==> src/rtl/lag_pl_buffers.sv <==
// lag_pl_buffers: bank of n independent first-word-fall-through flit FIFOs,
// one per physical link, each size entries deep (size >= 2, any value).
//
// Ports:
//   clk       - sole clock, rising edge
//   rst_n     - asynchronous active-low reset; clears pointers, counts, storage
//   push[n]   - per-channel write enable (dropped when full unless popping)
//   pop[n]    - per-channel dequeue enable (ignored when empty)
//   data_in   - per-channel write flit
//   data_out  - per-channel head flit, read straight from storage
//   flags     - per-channel full/empty/nearly_full/nearly_empty from count
//
// Optional build macro: LAG_PL_BUFFERS_CHECK_EN compiles in simulation
// checkers that report pushes to a full FIFO and pops of an empty FIFO.

package lag_pl_buffers_pkg;

   localparam int unsigned FLIT_DATA_W = 32;
   localparam int unsigned FLIT_VC_W   = 2;

   typedef struct packed {
      logic                 tail;
      logic                 head;
      logic [FLIT_VC_W-1:0] vc;
   } flit_ctrl_t;

   typedef struct packed {
      flit_ctrl_t             control;
      logic [FLIT_DATA_W-1:0] data;
   } flit_t;

   typedef struct packed {
      logic full;
      logic empty;
      logic nearly_full;
      logic nearly_empty;
   } fifov_flags_t;

endpackage

module lag_pl_buffers
   import lag_pl_buffers_pkg::*;
#(
   parameter int unsigned size = 8,
   parameter int unsigned n    = 4
) (
   input  logic                   clk,
   input  logic                   rst_n,
   input  logic [n-1:0]           push,
   input  logic [n-1:0]           pop,
   input  flit_t [n-1:0]          data_in,
   output flit_t [n-1:0]          data_out,
   output fifov_flags_t [n-1:0]   flags
);

   localparam int unsigned PW = (size > 1) ? $clog2(size) : 1;
   localparam int unsigned CW = $clog2(size + 1);

   for (genvar i = 0; i < int'(n); i++) begin : g_ch

      flit_t          mem [size];
      logic [PW-1:0]  rd_ptr;
      logic [PW-1:0]  wr_ptr;
      logic [CW-1:0]  count;
      logic           is_full;
      logic           is_empty;
      logic           push_ok;
      logic           pop_ok;
      fifov_flags_t   flags_c;

      assign is_empty = (count == '0);
      assign is_full  = (count == CW'(size));

      // A full FIFO can take a push only while the head is leaving.
      assign pop_ok  = pop[i] && !is_empty;
      assign push_ok = push[i] && (!is_full || pop[i]);

      // Storage; cleared on reset so data_out reads zero afterwards.
      always_ff @(posedge clk or negedge rst_n) begin
         if (!rst_n) begin
            for (int unsigned k = 0; k < size; k++) begin
               mem[k] <= '0;
            end
         end else if (push_ok) begin
            mem[wr_ptr] <= data_in[i];
         end
      end

      // Pointers wrap at size-1; size need not be a power of two.
      always_ff @(posedge clk or negedge rst_n) begin
         if (!rst_n) begin
            wr_ptr <= '0;
            rd_ptr <= '0;
         end else begin
            if (push_ok) begin
               wr_ptr <= (wr_ptr == PW'(size - 1)) ? '0 : wr_ptr + PW'(1);
            end
            if (pop_ok) begin
               rd_ptr <= (rd_ptr == PW'(size - 1)) ? '0 : rd_ptr + PW'(1);
            end
         end
      end

      // Occupancy count.
      always_ff @(posedge clk or negedge rst_n) begin
         if (!rst_n) begin
            count <= '0;
         end else begin
            case ({push_ok, pop_ok})
               2'b10:   count <= count + CW'(1);
               2'b01:   count <= count - CW'(1);
               default: count <= count;
            endcase
         end
      end

      // Flags decode only the registered count: no path from push/pop.
      always_comb begin
         flags_c              = '0;
         flags_c.empty        = is_empty;
         flags_c.full         = is_full;
         flags_c.nearly_empty = (count <= CW'(1));
         flags_c.nearly_full  = (count >= CW'(size - 1));
      end

      assign flags[i]    = flags_c;
      assign data_out[i] = mem[rd_ptr];

`ifdef LAG_PL_BUFFERS_CHECK_EN
      // Report illegal requests; behaviour is still drop / no-op.
      always_ff @(posedge clk) begin
         if (rst_n) begin
            if (push[i] && is_full && !pop[i]) begin
               $error("lag_pl_buffers: push to full FIFO on channel %0d", i);
            end
            if (pop[i] && is_empty) begin
               $error("lag_pl_buffers: pop of empty FIFO on channel %0d", i);
            end
         end
      end
`endif

   end

endmodule

==> config.mk <==
export PLATFORM = sky130hd
export DESIGN_NAME = lag_pl_buffers
export DESIGN_NICKNAME = d
export VERILOG_FILES = /design/src/rtl/lag_pl_buffers.sv
export SDC_FILE = /design/constraint.sdc
export NUM_CORES = 2
export LEC_CHECK = 0
export CAP_MARGIN = 15
export CORE_ASPECT_RATIO = 0.5
export CORE_MARGIN = 4
export CORE_UTILIZATION = 55
export CTS_CLUSTER_SIZE = 40
export DETAILED_ROUTE_END_ITERATION = 10
export PLACE_DENSITY_LB_ADDON = 0.25
export SETUP_SLACK_MARGIN = 0.2
export SLEW_MARGIN = 5
export SYNTH_ARGS = -nofsm -noshare
export SYNTH_HDL_FRONTEND = slang
export SYNTH_SLANG_ARGS = --single-unit
==> constraint.sdc <==
create_clock -name clk -period 4.7 [get_ports clk]
set_input_delay 1.41 -clock clk [delete_from_list [all_inputs] [get_ports clk]]
set_output_delay 1.41 -clock clk [all_outputs]
set_load 0.05 [all_outputs]
# Word-level counts from Yosys, hierarchy flattened
# Cells that the tools add are included.
[totals]
regBits = 1192
out_inout_bits = 160
wordCells = 272
[op_classes]
n_addsub = 16
n_lt_le_gt_ge = 20
eq_ne = 20
n_mux = 36
bitwise_logic = 8
n_reduce_logical = 32
[ops]
columns = ["cell", "count"]
rows = [
  ["288-bit bitwise mux", 4],
  ["36-bit binary-select mux with 3-bit select", 4],
  ["36-bit demux with 3-bit select", 4],
  ["36-bit two-way mux", 12],
  ["4-bit greater-or-equal comparator, second input constant", 8],
  ["3-bit NOT with 4-bit output", 8],
  ["4-bit one-hot mux with 2 select lines", 4],
  ["3-bit by 1-bit adder with 3-bit output, second input constant", 8],
  ["3-bit == test, second input constant", 8],
  ["3-bit two-way mux", 8],
  ["4-bit by 1-bit adder with 4-bit output, second input constant", 4],
  ["4-bit == test, second input constant", 4],
  ["4-bit by 3-bit greater-or-equal comparator with 1-bit output, second input constant", 4],
  ["4-bit by 1-bit less-or-equal comparator with 1-bit output, second input constant", 4],
  ["4-bit zero test", 4],
  ["4-bit by 1-bit less-than comparator with 1-bit output, second input constant", 4],
  ["4-bit by 1-bit subtractor with 4-bit output, second input constant", 4],
  ["1-bit logical AND", 12],
  ["2-bit by 1-bit == test with 1-bit output, second input constant", 4],
  ["2-bit == test, second input constant", 4],
  ["1-bit zero test", 8],
  ["2-bit nonzero test", 4],
  ["1-bit logical OR", 4],
]

# Longest topological paths before layout
[depth]
depth_word = 6
mapped_depth = 9
ltp_nobuf = 9

# Least setup slack after synthesis
# No wires, ideal clock.
[synth_timing]
path_kind = "flip-flop to output port"
from = "register g_ch[0].rd_ptr[1]"
to = "output data_out[0] in the netlist's numbering"
t_arrival_ns = 1.901
path_slack_ns = 1.389
stages_incl_launch_ff = 5
n_path_buf = 2
path_cell_list = "dfrtp_1 > clkbuf_1 > buf_2 > mux4_2 > mux2_2"
[synth_rtl]
columns = ["element", "line_no", "text"]
rows = [
  ["start, declared", "62", "logic [PW-1:0] rd_ptr;"],
  ["start signal, assigned", "99", "rd_ptr <= (rd_ptr == PW'(size - 1)) ? '0 : rd_ptr + PW'(1);"],
  ["end, declared", "52", "output flit_t [n-1:0] data_out,"],
]

==> summary.txt <==
Outcome
  • Outcome: completed

Yosys
  • Post-Synth Simple-Gate Area: 0.0150
  • Complex-gate fraction of the synthesized area: 0.00111
  • Yosys warnings: 0
  • XOR/XNOR share of the synthesized area: 0.00259
  • Sequential area share after synthesis: 0.551
  • Synth top area share: 0.551
  • Multiplexer fraction of the synthesized cell area: 0.400
  • Top cells by area in the synthesized netlist: sky130_fd_sc_hd__dfrtp_1 (55%), sky130_fd_sc_hd__mux2_2 (23%), sky130_fd_sc_hd__mux4_2 (12%), sky130_fd_sc_hd__mux2_1 (3.2%), sky130_fd_sc_hd__mux2_4 (2.1%)
  • Synthesized-area fraction occupied by adder cells: 0.00763
  • Syn avg cell area: about 17 µm²
  • Largest area contributor in the netlist: sky130_fd_sc_hd__dfrtp_1
  • Largest family of logic cells by synthesized area: multiplexers
  • Post-Syn Nets: around 3400
  • Mapped cell area: 0.0541 mm²
  • Seq cells post-synth: 1192
  • Number of cells produced by synthesis: 3194
  • Number of distinct library cells after synthesis: 37

Setup path
  • Worst flop-to-flop path endpoint: g_ch[2].count[3]
  • Data required, critical path: between 3000 and 4000 ps
  • CP Class: flop to primary output
  • Data arrival at the endpoint of the critical path: roughly 3000 ps
  • CP Max Fanout: 18
  • Beginning of the worst register-to-register path: g_ch[2].count[0]
  • Worst reg-to-reg setup slack: 1680 ps
  • Logic depth of the worst register-to-register path: 8
  • Element type at the critical path end: primary output
  • Startpoint types: flop

Final layout
  • Ratio of cells with drive above 1 in the final layout: 0.495
  • Filler cells: ~7000
  • Commonest cells after routing, fill and taps aside: sky130_fd_sc_hd__dfrtp_1 (1180), sky130_fd_sc_hd__mux2_2 (1093), sky130_fd_sc_hd__mux4_2 (288)
  • Area grow syn2layout: 15.9%
  • Leading cell type in the layout, fill and taps excluded: sky130_fd_sc_hd__dfrtp_1
  • Final-stage net count: around 3700

Floorplanning
  • Top-level I/O count: between 300 and 400
  • Site row count: between 80 and 90
  • Floorplan core area: roughly 0.098 mm²
  • Die Y-Extent: between 200 and 250 µm
  • Initial core utilization: 0.554
  • Floorplan die area: 0.104 mm²
  • Die extent in x: 452 µm

Clock network
  • Number of buffers between clock root and the deepest sink: 3
  • Clock tree from TritonCTS: yes
  • Clock latency on the worst-skew pair: approximately 730 ps
  • Number of sinks handled by clock tree synthesis: 1192
  • CTS Buf Count: roughly 110
  • Register clock-pin slew on the reported worst setup and hold paths: 60 ps
  • CTS H-Tree Depth: 3
  • Root buffer selected by CTS: sky130_fd_sc_hd__clkbuf_16

GRT
  • Gr ovfl total: 0
  • Pin count of the biggest net entering global routing: roughly 120
  • First-pass GRT wire length: between 150000 and 200000 µm
  • Total routing usage reported by global routing: 0.235
  • Antenna violations before repair: 8
  • Number of global-route vias before repair: between 30000 and 40000

Worst hold path
  • Min-delay src: g_ch[2].mem[134]
  • Hold WC Path Type: flop to flop
  • Sink of the worst hold path: g_ch[2].mem[134]
  • Cell depth of the worst min-delay path: 1

Drt
  • Antenna-violating nets left: 0
  • Final WL: roughly 120000 µm
  • Number of violations reported at the end of detailed-routing iteration 0: between 1500 and 2000
  • Total via count in the routed design: roughly 30000
  • Post-detailed-route DRC marker count: 0
  • Pre-antenna DRT Iters: 4
  • Avg Vias per Cell: 5.91
  • Detail-routed net length per standard cell: around 24 µm

Placement
  • Worst slack, placed: ~560 ps
  • Estimated wirelength of the detail-placed design: between 70000 and 80000 µm
  • Number of I/O port buffers: 313
  • Final weighted congestion of routability-driven global placement: about 0.75

Timing
  • Max frequency: about 230 MHz
  • Hold Fails Final Rpt: 0
  • Fraction of the cycle the final worst path needs: 0.937
  • Final setup TNS: 0 ps
  • Final worst hold slack: 485 ps
  • Worst slew pin tran: a little over 900 ps
  • Post-route clock skew: slightly above 30 ps
  • RSZ-0062 raised after global routing: no
  • # setup viols final: 0
  • Minimum clock period: between 4000 and 5000 ps
  • Total count of max-transition violations in the final report: 0
  • Final worst setup slack: roughly 300 ps
  • Max-Slew Margin vs Limit: 0.376

Power
  • Worst vdd rail ir drop: between 600 and 700 µV
  • Leakage power summed over all cells: around 27 nW
  • Pwr/cell area: about 850 mW/mm²

Job
  • Total of max-cap violations: 0
## worst max-delay path by stage
stage / start / end / slack, ps / depth (start not counted)
2_1_floorplan: g_ch[0].rd_ptr[1] / data_out[0] / 1390 / 4
3_3_place_gp: g_ch[0].rd_ptr[1] / data_out[27] / 570 / 4
3_5_place_dp: g_ch[0].rd_ptr[1] / data_out[31] / 560 / 4
4_1_cts: g_ch[1].rd_ptr[1] / data_out[54] / 130 / 4
5_1_grt: g_ch[1].rd_ptr[1] / data_out[60] / 200 / 4
6_report: g_ch[1].rd_ptr[2] / data_out[41] / 300 / 4
## logic make-up (layout without fill, tap and decap cells)
kind of cell | count (synthesis) | in the layout
AOI/OAI and AO/OA | 12 | 12
muxes | 1612 | 1612
DFF | 1192 | 1192
buffers and inverters | 221 | 627
adders and majority gates | 33 | 33
xor gates and xnor gates | 16 | 16
other | 0 | 5
and+or+nand+nor | 108 | 108
## where the power goes
| part | internal, mW | switching [mW] | leakage [nW] | total, mW |
|---|---|---|---|---|
| Clock | 5.22 | 3.97 | 1.80 | 9.19 |
| Combinational | 12.5 | 12.9 | 10.8 | 25.4 |
| Sequential | 15.5 | 3.00 | 14.3 | 18.5 |
| Total | 33.3 | 19.8 | 26.8 | 53.1 |
## cell usage after synthesis
library cell	count
sky130_fd_sc_hd__a21oi_1	4
sky130_fd_sc_hd__and4bb_1	1
sky130_fd_sc_hd__and4bb_2	1
sky130_fd_sc_hd__buf_1	15
sky130_fd_sc_hd__buf_12	3
sky130_fd_sc_hd__buf_2	109
sky130_fd_sc_hd__buf_4	12
sky130_fd_sc_hd__buf_6	22
sky130_fd_sc_hd__clkbuf_1	44
sky130_fd_sc_hd__dfrtp_1	1192
sky130_fd_sc_hd__ha_1	33
sky130_fd_sc_hd__inv_1	16
sky130_fd_sc_hd__mux2_1	153
sky130_fd_sc_hd__mux2_2	1093
sky130_fd_sc_hd__mux2_4	74
sky130_fd_sc_hd__mux2i_1	4
sky130_fd_sc_hd__mux4_2	288
sky130_fd_sc_hd__nand2_1	21
sky130_fd_sc_hd__nand2b_1	10
sky130_fd_sc_hd__nand3_1	1
sky130_fd_sc_hd__nand4_1	1
sky130_fd_sc_hd__nand4b_1	6
sky130_fd_sc_hd__nand4bb_1	1
sky130_fd_sc_hd__nor2_1	25
sky130_fd_sc_hd__nor2b_1	3
sky130_fd_sc_hd__nor3_1	4
sky130_fd_sc_hd__nor3_2	7
sky130_fd_sc_hd__nor3b_1	1
sky130_fd_sc_hd__nor4b_4	8
sky130_fd_sc_hd__nor4bb_1	2
sky130_fd_sc_hd__o21ai_0	8
sky130_fd_sc_hd__or4_1	6
sky130_fd_sc_hd__or4b_1	5
sky130_fd_sc_hd__or4b_2	4
sky130_fd_sc_hd__or4b_4	1
sky130_fd_sc_hd__xnor2_1	12
sky130_fd_sc_hd__xor2_1	4
## layer usage
metal  part of all wire  global-route usage  vias to the layer above
li1                   -                   -                    12629
met1               0.43               0.316                    15911
met2               0.51               0.402                      428
met3              0.031              0.0364                      177
met4              0.026              0.0652                        4
met5            0.00023                   0                        -
## cell type report
cell class | instances | area, µm² | area share
sequential | 1192 | 29900 | 0.476
multi-input combinational | 1781 | 23200 | 0.369
timing repair buffer | 423 | 4340 | 0.0692
clock buffer | 144 | 2970 | 0.0474
tap | 1328 | 1660 | 0.0265
clock inverter | 44 | 667 | 0.0106
inverter | 16 | 60.1 | 0.000957
antenna | 5 | 12.5 | 0.000199
## registers in the layout (all words and copies together), names as in the netlist
| register | count |
|---|---|
| g_ch.count | 16 |
| g_ch.wr_ptr | 12 |
| g_ch.mem | 1152 |
| g_ch.rd_ptr | 12 |
## critical path: stages, from the launching register on
cell                              delay, ps
sky130_fd_sc_hd__dfrtp_4                580
sky130_fd_sc_hd__buf_4                  350
sky130_fd_sc_hd__mux4_2                 350
sky130_fd_sc_hd__mux2_2                 280
sky130_fd_sc_hd__clkdlybuf4s50_1        700
## stage by stage
stage          instance area, µm²  cells  utilization  power [mW]
2_1_floorplan               54100   3194            -        37.3
3_3_place_gp                59000   4726        0.604        44.2
3_5_place_dp                59000   4726        0.604        45.0
4_1_cts                     62700   4928        0.642        53.7
5_1_grt                     62700   4932        0.642        55.9
6_report                    62700   4933        0.642        53.1
## what timing repair did
item                       CTS  global route
pin swaps                    0             0
setup endpoints to repair  140            19
hold buffers                 0             0
resized for setup          116            19
buffers inserted            14             0
gates cloned                 0             0
Note: power is estimated with default switching activity, not from simulation.
